`src/rtl/mem_stage_pkg.sv`:
```
`default_nettype none
// ============================================================================
// Module   : mem_stage_pkg
// Purpose  : Instruction codes, memory-function decoder and shared widths
//            for the MEM pipeline stage.
// Revision : 1.0 - initial release
// ============================================================================
package mem_stage_pkg;

    localparam int WIDTH_INSTR = 6;
    localparam int WIDTH_T     = 2;

    typedef enum logic [WIDTH_INSTR-1:0] {
        IC_NOP  = 6'd0,
        IC_ADDU = 6'd1,
        IC_SUBU = 6'd2,
        IC_ORI  = 6'd3,
        IC_LUI  = 6'd4,
        IC_LW   = 6'd5,
        IC_LH   = 6'd6,
        IC_LHU  = 6'd7,
        IC_LB   = 6'd8,
        IC_LBU  = 6'd9,
        IC_SW   = 6'd10,
        IC_SH   = 6'd11,
        IC_SB   = 6'd12,
        IC_BEQ  = 6'd13,
        IC_JAL  = 6'd14
    } instr_e;

    typedef enum logic [1:0] {
        FUNC_NONE      = 2'd0,
        FUNC_MEM_READ  = 2'd1,
        FUNC_MEM_WRITE = 2'd2
    } func_e;

    function automatic func_e ic_decode(input logic [WIDTH_INSTR-1:0] ic);
        case (ic)
            IC_LW, IC_LH, IC_LHU, IC_LB, IC_LBU: ic_decode = FUNC_MEM_READ;
            IC_SW, IC_SH, IC_SB:                 ic_decode = FUNC_MEM_WRITE;
            default:                             ic_decode = FUNC_NONE;
        endcase
    endfunction

endpackage
`default_nettype wire

```
`src/rtl/mem_stage_align.sv`:
```
`default_nettype none
// ============================================================================
// Module   : mem_align
// Purpose  : Sub-word store lane formatting, load extraction/extension and
//            alignment checking for the MEM stage.
// Revision : 1.0 - initial release
// ============================================================================
module mem_align
    import mem_stage_pkg::*;
(
    input  logic [1:0]             i_addr_lo,
    input  logic [WIDTH_INSTR-1:0] i_instr,
    input  logic [31:0]            i_rt,
    input  logic [31:0]            i_rdata,
    output logic [3:0]             o_be,
    output logic [31:0]            o_wdata,
    output logic [31:0]            o_load_data,
    output logic                   o_misalign
);

    logic [7:0]  w_byte;
    logic [15:0] w_half;

    assign w_byte = i_rdata[{i_addr_lo, 3'b000} +: 8];
    assign w_half = i_addr_lo[1] ? i_rdata[31:16] : i_rdata[15:0];

    always_comb begin
        o_be        = 4'b0000;
        o_wdata     = '0;
        o_load_data = '0;
        o_misalign  = 1'b0;
        case (i_instr)
            IC_SW: begin
                o_be       = 4'b1111;
                o_wdata    = i_rt;
                o_misalign = |i_addr_lo;
            end
            IC_SH: begin
                o_be       = i_addr_lo[1] ? 4'b1100 : 4'b0011;
                o_wdata    = {2{i_rt[15:0]}};
                o_misalign = i_addr_lo[0];
            end
            IC_SB: begin
                o_be    = 4'b0001 << i_addr_lo;
                o_wdata = {4{i_rt[7:0]}};
            end
            IC_LW: begin
                o_load_data = i_rdata;
                o_misalign  = |i_addr_lo;
            end
            IC_LH: begin
                o_load_data = {{16{w_half[15]}}, w_half};
                o_misalign  = i_addr_lo[0];
            end
            IC_LHU: begin
                o_load_data = {16'h0000, w_half};
                o_misalign  = i_addr_lo[0];
            end
            IC_LB:   o_load_data = {{24{w_byte[7]}}, w_byte};
            IC_LBU:  o_load_data = {24'h000000, w_byte};
            default: ;
        endcase
    end

endmodule
`default_nettype wire

```
`src/rtl/mem_stage.sv`:
```
`default_nettype none
// ============================================================================
// Module   : mem_stage
// Purpose  : Pipeline MEM stage: req/ack data-memory access FSM, store-data
//            forwarding, access-error detection and the MEM/WB register.
// Revision : 1.0 - initial release
// ============================================================================
module mem_stage
    import mem_stage_pkg::*;
#(
    parameter logic [31:0] DM_BASE = 32'h0000_0000,
    parameter logic [31:0] DM_SIZE = 32'h0000_3000
) (
    input  logic                   clk,
    input  logic                   reset,
    input  logic                   clr,
    input  logic [WIDTH_INSTR-1:0] instr_mem,
    input  logic [31:0]            pc_mem,
    input  logic [31:0]            alu_out_mem,
    input  logic [31:0]            mem_wdata_mem,
    input  logic [4:0]             addr_rt_mem,
    input  logic [4:0]             reg_waddr_mem,
    input  logic [31:0]            reg_wdata_mem,
    input  logic [WIDTH_T-1:0]     tnew_mem,
    input  logic [4:0]             regaddr_wb,
    input  logic [31:0]            regdata_wb,
    output logic                   dm_req,
    output logic                   dm_we,
    output logic [31:0]            dm_addr,
    output logic [3:0]             dm_be,
    output logic [31:0]            dm_wdata,
    input  logic [31:0]            dm_rdata,
    input  logic                   dm_ack,
    output logic                   mem_busy,
    output logic [WIDTH_INSTR-1:0] instr_wb,
    output logic [31:0]            pc_wb,
    output logic [4:0]             reg_waddr_wb,
    output logic [31:0]            reg_wdata_wb,
    output logic [WIDTH_T-1:0]     tnew_wb,
    output logic                   acc_err_wb
);

    typedef enum logic [1:0] {
        ST_IDLE = 2'd0,
        ST_WAIT = 2'd1,
        ST_DONE = 2'd2
    } state_e;

    state_e r_state;
    state_e w_state_nxt;

    func_e        w_func;
    logic         w_is_load;
    logic         w_is_store;
    logic         w_is_mem;
    logic [31:0]  w_rt;
    logic [31:0]  w_offset;
    logic         w_oob;
    logic         w_misalign;
    logic         w_err;
    logic         w_start;
    logic         w_busy;
    logic [3:0]   w_be;
    logic [31:0]  w_wdata;
    logic [31:0]  w_load_data;
    logic [WIDTH_T-1:0] w_tnew_dec;

    logic         r_dm_req;
    logic         r_dm_we;
    logic [31:0]  r_dm_addr;
    logic [3:0]   r_dm_be;
    logic [31:0]  r_dm_wdata;
    logic [31:0]  r_rdata;

    logic [WIDTH_INSTR-1:0] r_instr_wb;
    logic [31:0]            r_pc_wb;
    logic [4:0]             r_reg_waddr_wb;
    logic [31:0]            r_reg_wdata_wb;
    logic [WIDTH_T-1:0]     r_tnew_wb;
    logic                   r_acc_err_wb;

    assign w_func     = ic_decode(instr_mem);
    assign w_is_load  = (w_func == FUNC_MEM_READ);
    assign w_is_store = (w_func == FUNC_MEM_WRITE);
    assign w_is_mem   = w_is_load | w_is_store;

    // $0 is never a real producer, so a WB write to it must not forward.
    assign w_rt = ((regaddr_wb == addr_rt_mem) && (regaddr_wb != 5'd0)) ? regdata_wb : mem_wdata_mem;

    // Offset subtraction wraps addresses below DM_BASE to huge values, so
    // one unsigned compare covers both ends of the window.
    assign w_offset = alu_out_mem - DM_BASE;
    assign w_oob    = (w_offset >= DM_SIZE);
    assign w_err    = w_is_mem & (w_misalign | w_oob);

    assign w_start  = (r_state == ST_IDLE) & w_is_mem & ~w_err;
    assign w_busy   = w_start | (r_state == ST_WAIT);
    assign mem_busy = w_busy;

    assign w_tnew_dec = (tnew_mem != '0) ? tnew_mem - WIDTH_T'(1) : '0;

    // Load extraction runs off the data captured at ack time, so DONE sees
    // a stable value while the instruction is still held in EX/MEM.
    mem_align u_align (
        .i_addr_lo   (alu_out_mem[1:0]),
        .i_instr     (instr_mem),
        .i_rt        (w_rt),
        .i_rdata     (r_rdata),
        .o_be        (w_be),
        .o_wdata     (w_wdata),
        .o_load_data (w_load_data),
        .o_misalign  (w_misalign)
    );

    always_ff @(posedge clk) begin
        if (reset) begin
            r_state <= ST_IDLE;
        end else begin
            r_state <= w_state_nxt;
        end
    end

    always_comb begin
        w_state_nxt = r_state;
        case (r_state)
            ST_IDLE: if (w_start) w_state_nxt = ST_WAIT;
            ST_WAIT: if (dm_ack)  w_state_nxt = ST_DONE;
            ST_DONE: w_state_nxt = ST_IDLE;
            default: w_state_nxt = ST_IDLE;
        endcase
    end

    always_ff @(posedge clk) begin
        if (reset) begin
            r_dm_req   <= 1'b0;
            r_dm_we    <= 1'b0;
            r_dm_addr  <= '0;
            r_dm_be    <= 4'b0000;
            r_dm_wdata <= '0;
            r_rdata    <= '0;
        end else if (w_start) begin
            r_dm_req   <= 1'b1;
            r_dm_we    <= w_is_store;
            r_dm_addr  <= {alu_out_mem[31:2], 2'b00};
            r_dm_be    <= w_be;
            r_dm_wdata <= w_wdata;
        end else if ((r_state == ST_WAIT) && dm_ack) begin
            r_dm_req   <= 1'b0;
            r_rdata    <= dm_rdata;
        end
    end

    assign dm_req   = r_dm_req;
    assign dm_we    = r_dm_we;
    assign dm_addr  = r_dm_addr;
    assign dm_be    = r_dm_be;
    assign dm_wdata = r_dm_wdata;

    // A busy cycle loads a bubble so WB never sees the same instruction twice.
    always_ff @(posedge clk) begin
        if (reset || clr || w_busy) begin
            r_instr_wb     <= '0;
            r_pc_wb        <= '0;
            r_reg_waddr_wb <= '0;
            r_reg_wdata_wb <= '0;
            r_tnew_wb      <= '0;
            r_acc_err_wb   <= 1'b0;
        end else begin
            r_instr_wb     <= instr_mem;
            r_pc_wb        <= pc_mem;
            r_reg_waddr_wb <= w_err ? 5'd0 : reg_waddr_mem;
            r_reg_wdata_wb <= (w_is_load && !w_err) ? w_load_data : reg_wdata_mem;
            r_tnew_wb      <= w_tnew_dec;
            r_acc_err_wb   <= w_err;
        end
    end

    assign instr_wb     = r_instr_wb;
    assign pc_wb        = r_pc_wb;
    assign reg_waddr_wb = r_reg_waddr_wb;
    assign reg_wdata_wb = r_reg_wdata_wb;
    assign tnew_wb      = r_tnew_wb;
    assign acc_err_wb   = r_acc_err_wb;

endmodule
`default_nettype wire

```
`config.mk`:
```
export PLATFORM = sky130hd
export DESIGN_NAME = mem_stage
export DESIGN_NICKNAME = d
export VERILOG_FILES = /design/src/rtl/mem_stage_pkg.sv /design/src/rtl/mem_stage_align.sv /design/src/rtl/mem_stage.sv
export SDC_FILE = /design/constraint.sdc
export NUM_CORES = 1
export LEC_CHECK = 0
export ABC_AREA = 1
export CORE_MARGIN = 2
export CORE_UTILIZATION = 25
export DETAILED_ROUTE_END_ITERATION = 12
export GPL_TIMING_DRIVEN = 0
export PLACE_DENSITY = 0.56
export SETUP_SLACK_MARGIN = 0.02
export SLEW_MARGIN = 20
export SYNTH_ARGS = -nofsm -noshare
export SYNTH_HDL_FRONTEND = slang
export SYNTH_SLANG_ARGS = --single-unit
```
`constraint.sdc`:
```
create_clock -name clk -period 7.7 [get_ports clk]
set_input_delay 1.54 -clock clk [delete_from_list [all_inputs] [get_ports clk]]
set_output_delay 1.54 -clock clk [all_outputs]
set_load 0.05 [all_outputs]
```
==> flow_summary.yaml <==
outcome:
  status: "finished clean"
power_and_ir_drop:
  leakage_nw: 5.11
  powerDensity_mw_per_mm2: 172
  total_power_w: 0.00217
  power.switching_w: 0.000592
  pwr-share-comb: 0.148
  switching_share: 0.273
  p_int_w: 0.00158
  ir_drop_mv: 0.132
  p_seq_frac: 0.439
  power_frac_clock: 0.414
placement:
  port_buffers: 365
  numPlacedInstances: 1875
  routabilityCongestion: 0.885
  dp_hpwl_um: 25100
synthesis:
  ys_types: 29
  yosys_register_bits: 180
  yosys_warnings: 0
  avgSynthCellArea_sq_um: 7.05
  netlist_instances: 1113
  synth_area_sq_mm: 0.00785
  seq_area_frac_synth: 0.459
sta:
  worst_pin_slew_ns: 0.630
  fin_setup_tns_ns: 0
  max_freq_mhz: 150
  slew_headroom: 0.579
  layout_min_cycle_time_ns: 6.67
  final-setup-viol-count: 0
  slew_viol_final: 0
  period_share: 0.867
  clock_skew_ns: 0.0181
  hold_viol: 0
  rsz0062_at_grt: "no"
floorplan:
  pin_count: 368
  dieArea_sq_mm: 0.0328
  rows: 64
  chipWidth_um: 181
  dieHeight_um: 181
  start_util: 0.255
  fp.coreArea_sq_mm: 0.0307
routing:
  drt-pass1-iter-count: 4
  final_antenna_net_count: 0
  vias: 8629
  wl_per_cell_um: 16.6
  drtIter0Drc: 358
  routed_via_density: 4.52
  routed_wirelength_um: 31700
  drcViolationCount: 0
global_routing:
  grt_max_degree: 18
  antenna_found_initial: 4
  grt_pass1_wl_um: 48700
  grt-ovfl-total: 0
  grt_use_total: 0.192
  grt_pass1_vias: 8556
cells_and_area:
  final_util: 0.410
  final_layout_size_suffix_gt1_frac: 0.0516
  syn_to_final_growth_pct: 60.5
  nNetsFinal: 1720
  final_cells: 1909
  fillers: 3229
worst_setup_path:
  cp-end-kind: "output port"
  crit_start: "instr_mem[1]"
  path_class: "in2out"
  slowest_stage: "clkdlybuf4s50_1"
  cp.required_ns: 6.16
  cpMostUsedCell: "nand2_1"
  critPathArrivalTime_ns: 5.13
  path_max_fanout: 10
  slowest_delay_ns: 0.83
  cp_cell_sequence: "clkdlybuf4s50_1, inv_1, nand2_1, nor2_1, nand3_1, nand2_1, nor2_1, ha_1, nor3_1, inv_1, nor2_4, clkinv_2, buf_2, nand2_1, clkdlybuf4s50_1"
  startpoint_type: "input port"
  rr_startpoint: "r_rdata[15]"
cts:
  cts_made_buffers: 17
  cts_tree: "built"
  cts_root_buf: "clkbuf_16"
  cts_setup_buffers: 0
  cts_num_sinks: 180
  hold_buffers: 0
  clockBufferDepth: 2
  h-tree-depth: 4
  clkTransAtPathRegs_ns: 0.07
  cts_resized: 0
  insertion_delay_ns: 0.44
flow_run:
  cap_violations: 0
hold_path:
  min_path_type: "reg2reg"
  worstHoldStart: "dm_addr[17]"
[layout make-up]
type / instances / area [sq um] / area share
clock inverter: 13 / 139 / 0.0110
tap: 396 / 495 / 0.0393
multi-input combinational: 707 / 3340 / 0.265
antenna: 2 / 5.00 / 0.000397
sequential: 180 / 3600 / 0.286
inverter: 158 / 594 / 0.0472
buffer: 69 / 318 / 0.0252
timing repair buffer: 365 / 3650 / 0.290
clock buffer: 19 / 453 / 0.0360
[synth_stat cells]
cell	number	area [sq um]
o31ai_1	3	22.5
nand2_2	2	12.5
buf_2	23	115
nand3_4	1	17.5
nand3_1	99	495
o21bai_1	1	7.51
conb_1	1	3.75
nand2_1	200	751
nor2_1	128	480
clkbuf_1	35	131
o21a_1	1	7.51
and2_1	8	50.1
buf_4	8	60.1
a21oi_1	104	521
clkinv_1	4	15.0
nor2_4	4	45.0
nand3_2	2	20.0
inv_2	2	7.51
buf_1	3	11.3
dfxtp_1	180	3600
o211ai_1	24	180
ha_1	3	37.5
o21ai_0	85	425
inv_1	151	567
clkinv_2	1	5.00
a22oi_1	7	52.6
nand4_1	28	175
nor2_2	3	18.8
nor3_1	2	10.0
[metal layers]
metal / GRT usage / share of wire / up-vias
met5: 0 / 0.00095 / -
met4: 0.0650 / 0.023 / 4
met3: 0.0550 / 0.075 / 39
met2: 0.326 / 0.47 / 330
met1: 0.233 / 0.43 / 3920
li1: - / - / 4336
[per-stage QoR]
| stage | hold WS (ns) | area [sq um] | setup WS, ns |
|---|---|---|---|
| global placement | 0.426 | 12000 | 1.01 |
| finish | 0.440 | 12600 | 1.03 |
| detailed placement | 0.428 | 12000 | 1.00 |
| floorplan | 0.434 | 7850 | 2.67 |
| global route | 0.458 | 12600 | 0.602 |
| CTS | 0.442 | 12600 | 0.984 |
[worst paths after layout]
check,to,cells after the start,slack [ns]
worst min register to register,dm_addr[17],2,0.44
worst max register to register,reg_wdata_wb[30],7,5.79
worst max-delay path,mem_busy,15,1.03
worst min-delay path,dm_addr[17],2,0.44
[critical path: cells and delay by family]
kind	cells	cell delay (ns)
fa+ha+maj	1	0.28
buf+inv	6	2.07
simple gates	8	1.25
[flip-flops by register name, indices dropped and copies added (netlist names)]
signal and count:
acc_err_wb 1, dm_addr 30, dm_be 4, dm_req 1
dm_wdata 32, dm_we 1, instr_wb 6, pc_wb 32
r_rdata 32, r_state 2, reg_waddr_wb 5, reg_wdata_wb 32
tnew_wb 2
[cell families (layout without fill, tap and decap cells)]
logic type                 after synthesis  count (layout)  share of synthesized area
DFF                                    180             180                      0.459
and+or+nand+nor                        477             477                      0.264
AOI/OAI and AO/OA                      225             225                      0.155
other                                    1               4                   0.000478
adders and majority gates                3               3                    0.00478
buffers and inverters                  227             624                      0.116
[cell usage in the layout, fill, tap and decap left out, types with 8 or more instances in the layout]
cell type,n
buf_4,8
nand3_1,99
inv_1,151
clkbuf_16,17
nand4_1,28
a21oi_1,104
dfxtp_1,180
o211ai_1,24
and2_1,8
nand2_1,200
nor2_1,128
buf_2,23
clkbuf_1,35
o21ai_0,85
clkdlybuf4s50_1,365
[power groups by stage]
stage          Sequential (W)  Clock, W  Combinational (W)
6_report             0.000951  0.000897           0.000320
5_1_grt              0.000953  0.000960           0.000345
4_1_cts              0.000951  0.000923           0.000323
3_5_place_dp         0.000973         0           0.000321
3_3_place_gp         0.000973         0           0.000320
2_1_floorplan         0.00103         0          0.0000838
Power figures use the tool's default switching activity.
==> RTL edit 1, RTL diff (same settings) <==
Reset style: asynchronous (`reset`), changed in 2 clocked blocks.
--- a/src/rtl/mem_stage.sv
+++ b/src/rtl/mem_stage.sv
@@ -114,3 +114,3 @@
 
-    always_ff @(posedge clk) begin
+    always_ff @(posedge clk or posedge reset) begin
         if (reset) begin
@@ -132,3 +132,3 @@
 
-    always_ff @(posedge clk) begin
+    always_ff @(posedge clk or posedge reset) begin
         if (reset) begin
Formal check against the unedited RTL: differs if reset is asserted again (counterexample within 4 cycles, from zero or initial values and one cycle with reset high); with reset held inactive, the same outputs for 10 cycles.
==> RTL edit 1 against the unedited design <==
Critical path depth decreased by 2; sequential cell count did not move; global-route usage down 1.4 points; register-to-register slack gained 0.10 ns; non-clock buffer count decreased by 4; synthesized area rose by 12%; setup slack got worse by 0.043 ns; total power grew 3.2%; cell area grew 7.9%; combinational power is 17% higher; clock power down 3.0%; wire length is 2.2% higher; sequential share of layout area up 1.7 points.
==> RTL edit 1: results (changes against the unedited design) <==
status=complete, no violations; total power=2.24 mW (+3.2%); post-DP HPWL=26100 um (+3.8%); flop-to-flop setup slack=5.89 ns (+0.10 ns); Total GRT Usage=17.8% (-1.4 points); length of routed met2 wiring=15100 um (+0.96%); ys async rst share=56.7% (+57 points); Num CTS Buffers=17 (unchanged); M1 WL=13500 um (-0.62%); cell area after placement=13000 um2 (+8.3%); R2R Path Start=r_state[0]; Post-Place Cells=1983 (+5.8%); Final Cycle Share=87.2% (+0.56 points); mean post-synth cell area=7.53 um2 (+6.8%); final setup violation count=0 (unchanged); Seq/Total Area, Yosys=47.0% (+1.1 points); Hold Crit Start=dm_addr[26]; Netlist cell types=37 (+28%); grt met1 use=21.4% (-1.8 points); peak supply drop=161 uV (+22%); grt met3 use=6.41% (+0.90 points); crit path from=instr_mem[5]; Main synth FF type=dfrtp_1; Post-synth top cells=nand2_1, inv_1, nand3_1; Clk Latency, worst-skew pair=0.46 ns (+0.02 ns); leakage=6.58 nW (+29%); # nets final=1769 (+2.8%); worst hold slack=0.469 ns (+0.0289 ns); crit path DAT=5.18 ns (+0.05 ns); largest net degree at the start of global routing=53 (+35); vias in the first global route=8802 (+2.9%); antenna violations before repair=4 (unchanged); Vias=8781 (+1.8%); drt pass-1 iters=5 (+1); Vias/cell=4.35 (-3.7%); DR WL met3=2830 um (+19%); Clock Skew=0.0136 ns (-0.00451 ns); first-pass GRT wire length=49400 um (+1.5%); FF-to-FF path depth=6 (-1); WHS Endpoint=dm_addr[26]; Crit Reg-Reg Endpoint=dm_wdata[24]; layout cell share with drive strength beyond 1=10.4% (+5.3 points); Worst-path clk slew=0.07 ns (about the same); area grow syn2layout=55.3%; Layout fillers=3600 (+11%); CP endpoint=mem_busy; met2 Use GR=29.1% (-3.4 points); IO buf count=364 (-0.27%); gpl congestion=0.903 (+2.0%); worst slack at placement=0.925 ns (-0.0792 ns); number of DRC markers in iteration 0=368 (+2.8%); Synth area leaders=dfrtp_1, dfxtp_1, nand2_1; final WL=32400 um (+2.2%); Worst slew margin=54.6% (-3.3 points)
RTL edit 1: critical path, stage by stage:
cell,delay [ns]
clkdlybuf4s50_1,0.49
nor2_4,0.24
inv_1,0.11
nor3_2,0.53
a21oi_1,0.17
inv_1,0.10
ha_1,0.27
nor3_1,0.28
nand4_4,0.19
buf_6,0.20
buf_4,0.17
nand2_1,0.06
clkdlybuf4s50_1,0.82
RTL edit 1: where the power goes:
part / switching, mW / internal, mW
logic: 0.198 / 0.174
registers: 0.0222 / 0.973
clock network: 0.422 / 0.448
RTL edit 1: area by class of cell:
type                            instances  area share [%]
Inverter                              167            4.65
Clock buffer                           18            3.31
Buffer                                 65            3.25
Sequential cell                       180            30.3
Multi-Input combinational cell        751            26.3
Timing Repair Buffer                  365            27.0
Antenna cell                            3          0.0552
Tap cell                              455            4.19
Clock inverter                         14           0.994
RTL edit 1: logic make-up after synthesis:
group           share of synthesized area [%]
simple gates                             32.0
buf+inv                                  12.2
flops                                    47.0
compound gates                           8.29
fa+ha+maj                               0.429
other cells                            0.0428
==> RTL edit 2, RTL diff (config.mk and constraints unchanged) <==
Without the edit above. Set the package constant `WIDTH_T` to 4 (it was 2).
--- a/src/rtl/mem_stage_pkg.sv
+++ b/src/rtl/mem_stage_pkg.sv
@@ -10,3 +10,3 @@
     localparam int WIDTH_INSTR = 6;
-    localparam int WIDTH_T     = 2;
+    localparam int WIDTH_T     = 4;
 
Ports: changed (resized tnew_mem and tnew_wb); port bits go from 368 to 372. No check against the original RTL was run, so the function may have changed too.
==> RTL edit 2 against the unedited design <==
Setup slack better by 0.10 ns; wire length is 3.6% lower; sequential cell count is 2 higher; cell area is 1.4% higher; critical path depth stayed put; non-clock buffer count is 4 higher; synthesized area is 1.5% higher; die area is 1.5% higher; total power is 0.90% higher; clock skew is 0.0076 ns lower; largest power group unchanged.
==> RTL edit 2: results (changes against the unedited design) <==
ys async rst share=0% (unchanged); Reg power frac=44.0% (about the same); largest net degree at the start of global routing=17 (-1); hold crit path type=reg -> reg; WL per Instance=15.9 um (-4.5%); clk pwr=899 uW (about the same); crit path DAT=5.03 ns (-0.10 ns); # nets final=1734 (+0.81%); sequential cell area=3640 um2 (+1.1%); grt met1 use=21.2% (-2.1 points); Total GRT Usage=18.1% (-1.1 points); area grow syn2layout=60.3%; Synth area leaders=dfxtp_1, nand2_1, inv_1; clock sinks=182 (+1.1%); Clock Skew=0.0105 ns (-0.00760 ns); xor and xnor area share after synthesis=0.220% (+0.22 points); post-DP HPWL=24700 um (-1.7%); complex-gate fraction of the synthesized area=15.8% (+0.29 points); Post-Synth Adder-Cell Area=0.471% (-0.0071 points); Int Pwr=1.62 mW (+2.6%); M1 WL=12600 um (-7.3%); antenna violations before repair=2 (-2); drt pass-1 iters=5 (+1); setup repair bufs after CTS=0 (unchanged); Top Metal Used=met4; length of routed met2 wiring=14800 um (-1.1%); slowest stage cell, crit path=clkdlybuf4s50_1; gpl congestion=0.907 (+2.5%); met2 Use GR=31.6% (-1.0 points); status=complete, no violations; DR WL met3=2590 um (+9.4%); Signal buffers=438 (+0.92%); Vias=8470 (-1.8%); Signal buf overhead=31.4% (-0.13 points); invs w/o clock=157 (-0.63%); mux cell area share after synthesis=0% (unchanged); Seq/Total Area, Yosys=45.7% (-0.18 points); vias in the first global route=8375 (-2.1%); layout cell share with drive strength beyond 1=5.84% (+0.68 points); Least-Margin Pin Slew=0.580 ns (-0.0499 ns); IO buf count=369 (+1.1%); clock network area share=4.72% (+0.023 points); peak supply drop=148 uV (+12%); Netlist cell types=31 (+6.9%); mean post-synth cell area=7.11 um2 (+0.79%); footprint of the multi-input gates=3420 um2 (+2.5%); first-pass GRT wire length=46200 um (-5.0%); cell area after placement=12200 um2 (+1.4%); number of DRC markers in iteration 0=389 (+8.7%); leakage=5.15 nW (+0.80%); Layout fillers=3266 (+1.1%); clock buffers=20 (+1); multi-input logic cell count=714 (+0.99%); Post-synth top cells=nand2_1, dfxtp_1, inv_1; grt met3 use=5.63% (+0.12 points)
## RTL edit 2: cell types whose count changed in the layout (fill, tap and decap cells not counted), moves of 2 or more
cell / delta
clkdlybuf4s50_1: +4
nand2_2: +2
a21oi_2: +10
a21oi_1: -10
dfxtp_1: +2
nor2_1: +3
inv_8: -4
xnor2_1: +2
## RTL edit 2: path summary, 6_finish.rpt
path	startpoint	endpoint	slack, ns	cells after the start
min reg2reg	dm_addr[18]	dm_addr[18]	0.44	2
max reg2reg	r_rdata[15]	reg_wdata_wb[31]	5.72	7
min	dm_addr[18]	dm_addr[18]	0.44	2
max	instr_mem[1]	mem_busy	1.13	15
## RTL edit 2: per-stage QoR
| stage | power [mW] | std cells | setup slack (ns) |
|---|---|---|---|
| floorplan | 1.13 | 1122 | 2.71 |
| global placement | 1.31 | 1893 | 1.03 |
| detailed placement | 1.31 | 1893 | 1.01 |
| CTS | 2.22 | 1925 | 0.999 |
| global route | 2.28 | 1927 | 0.778 |
| finish | 2.19 | 1927 | 1.13 |
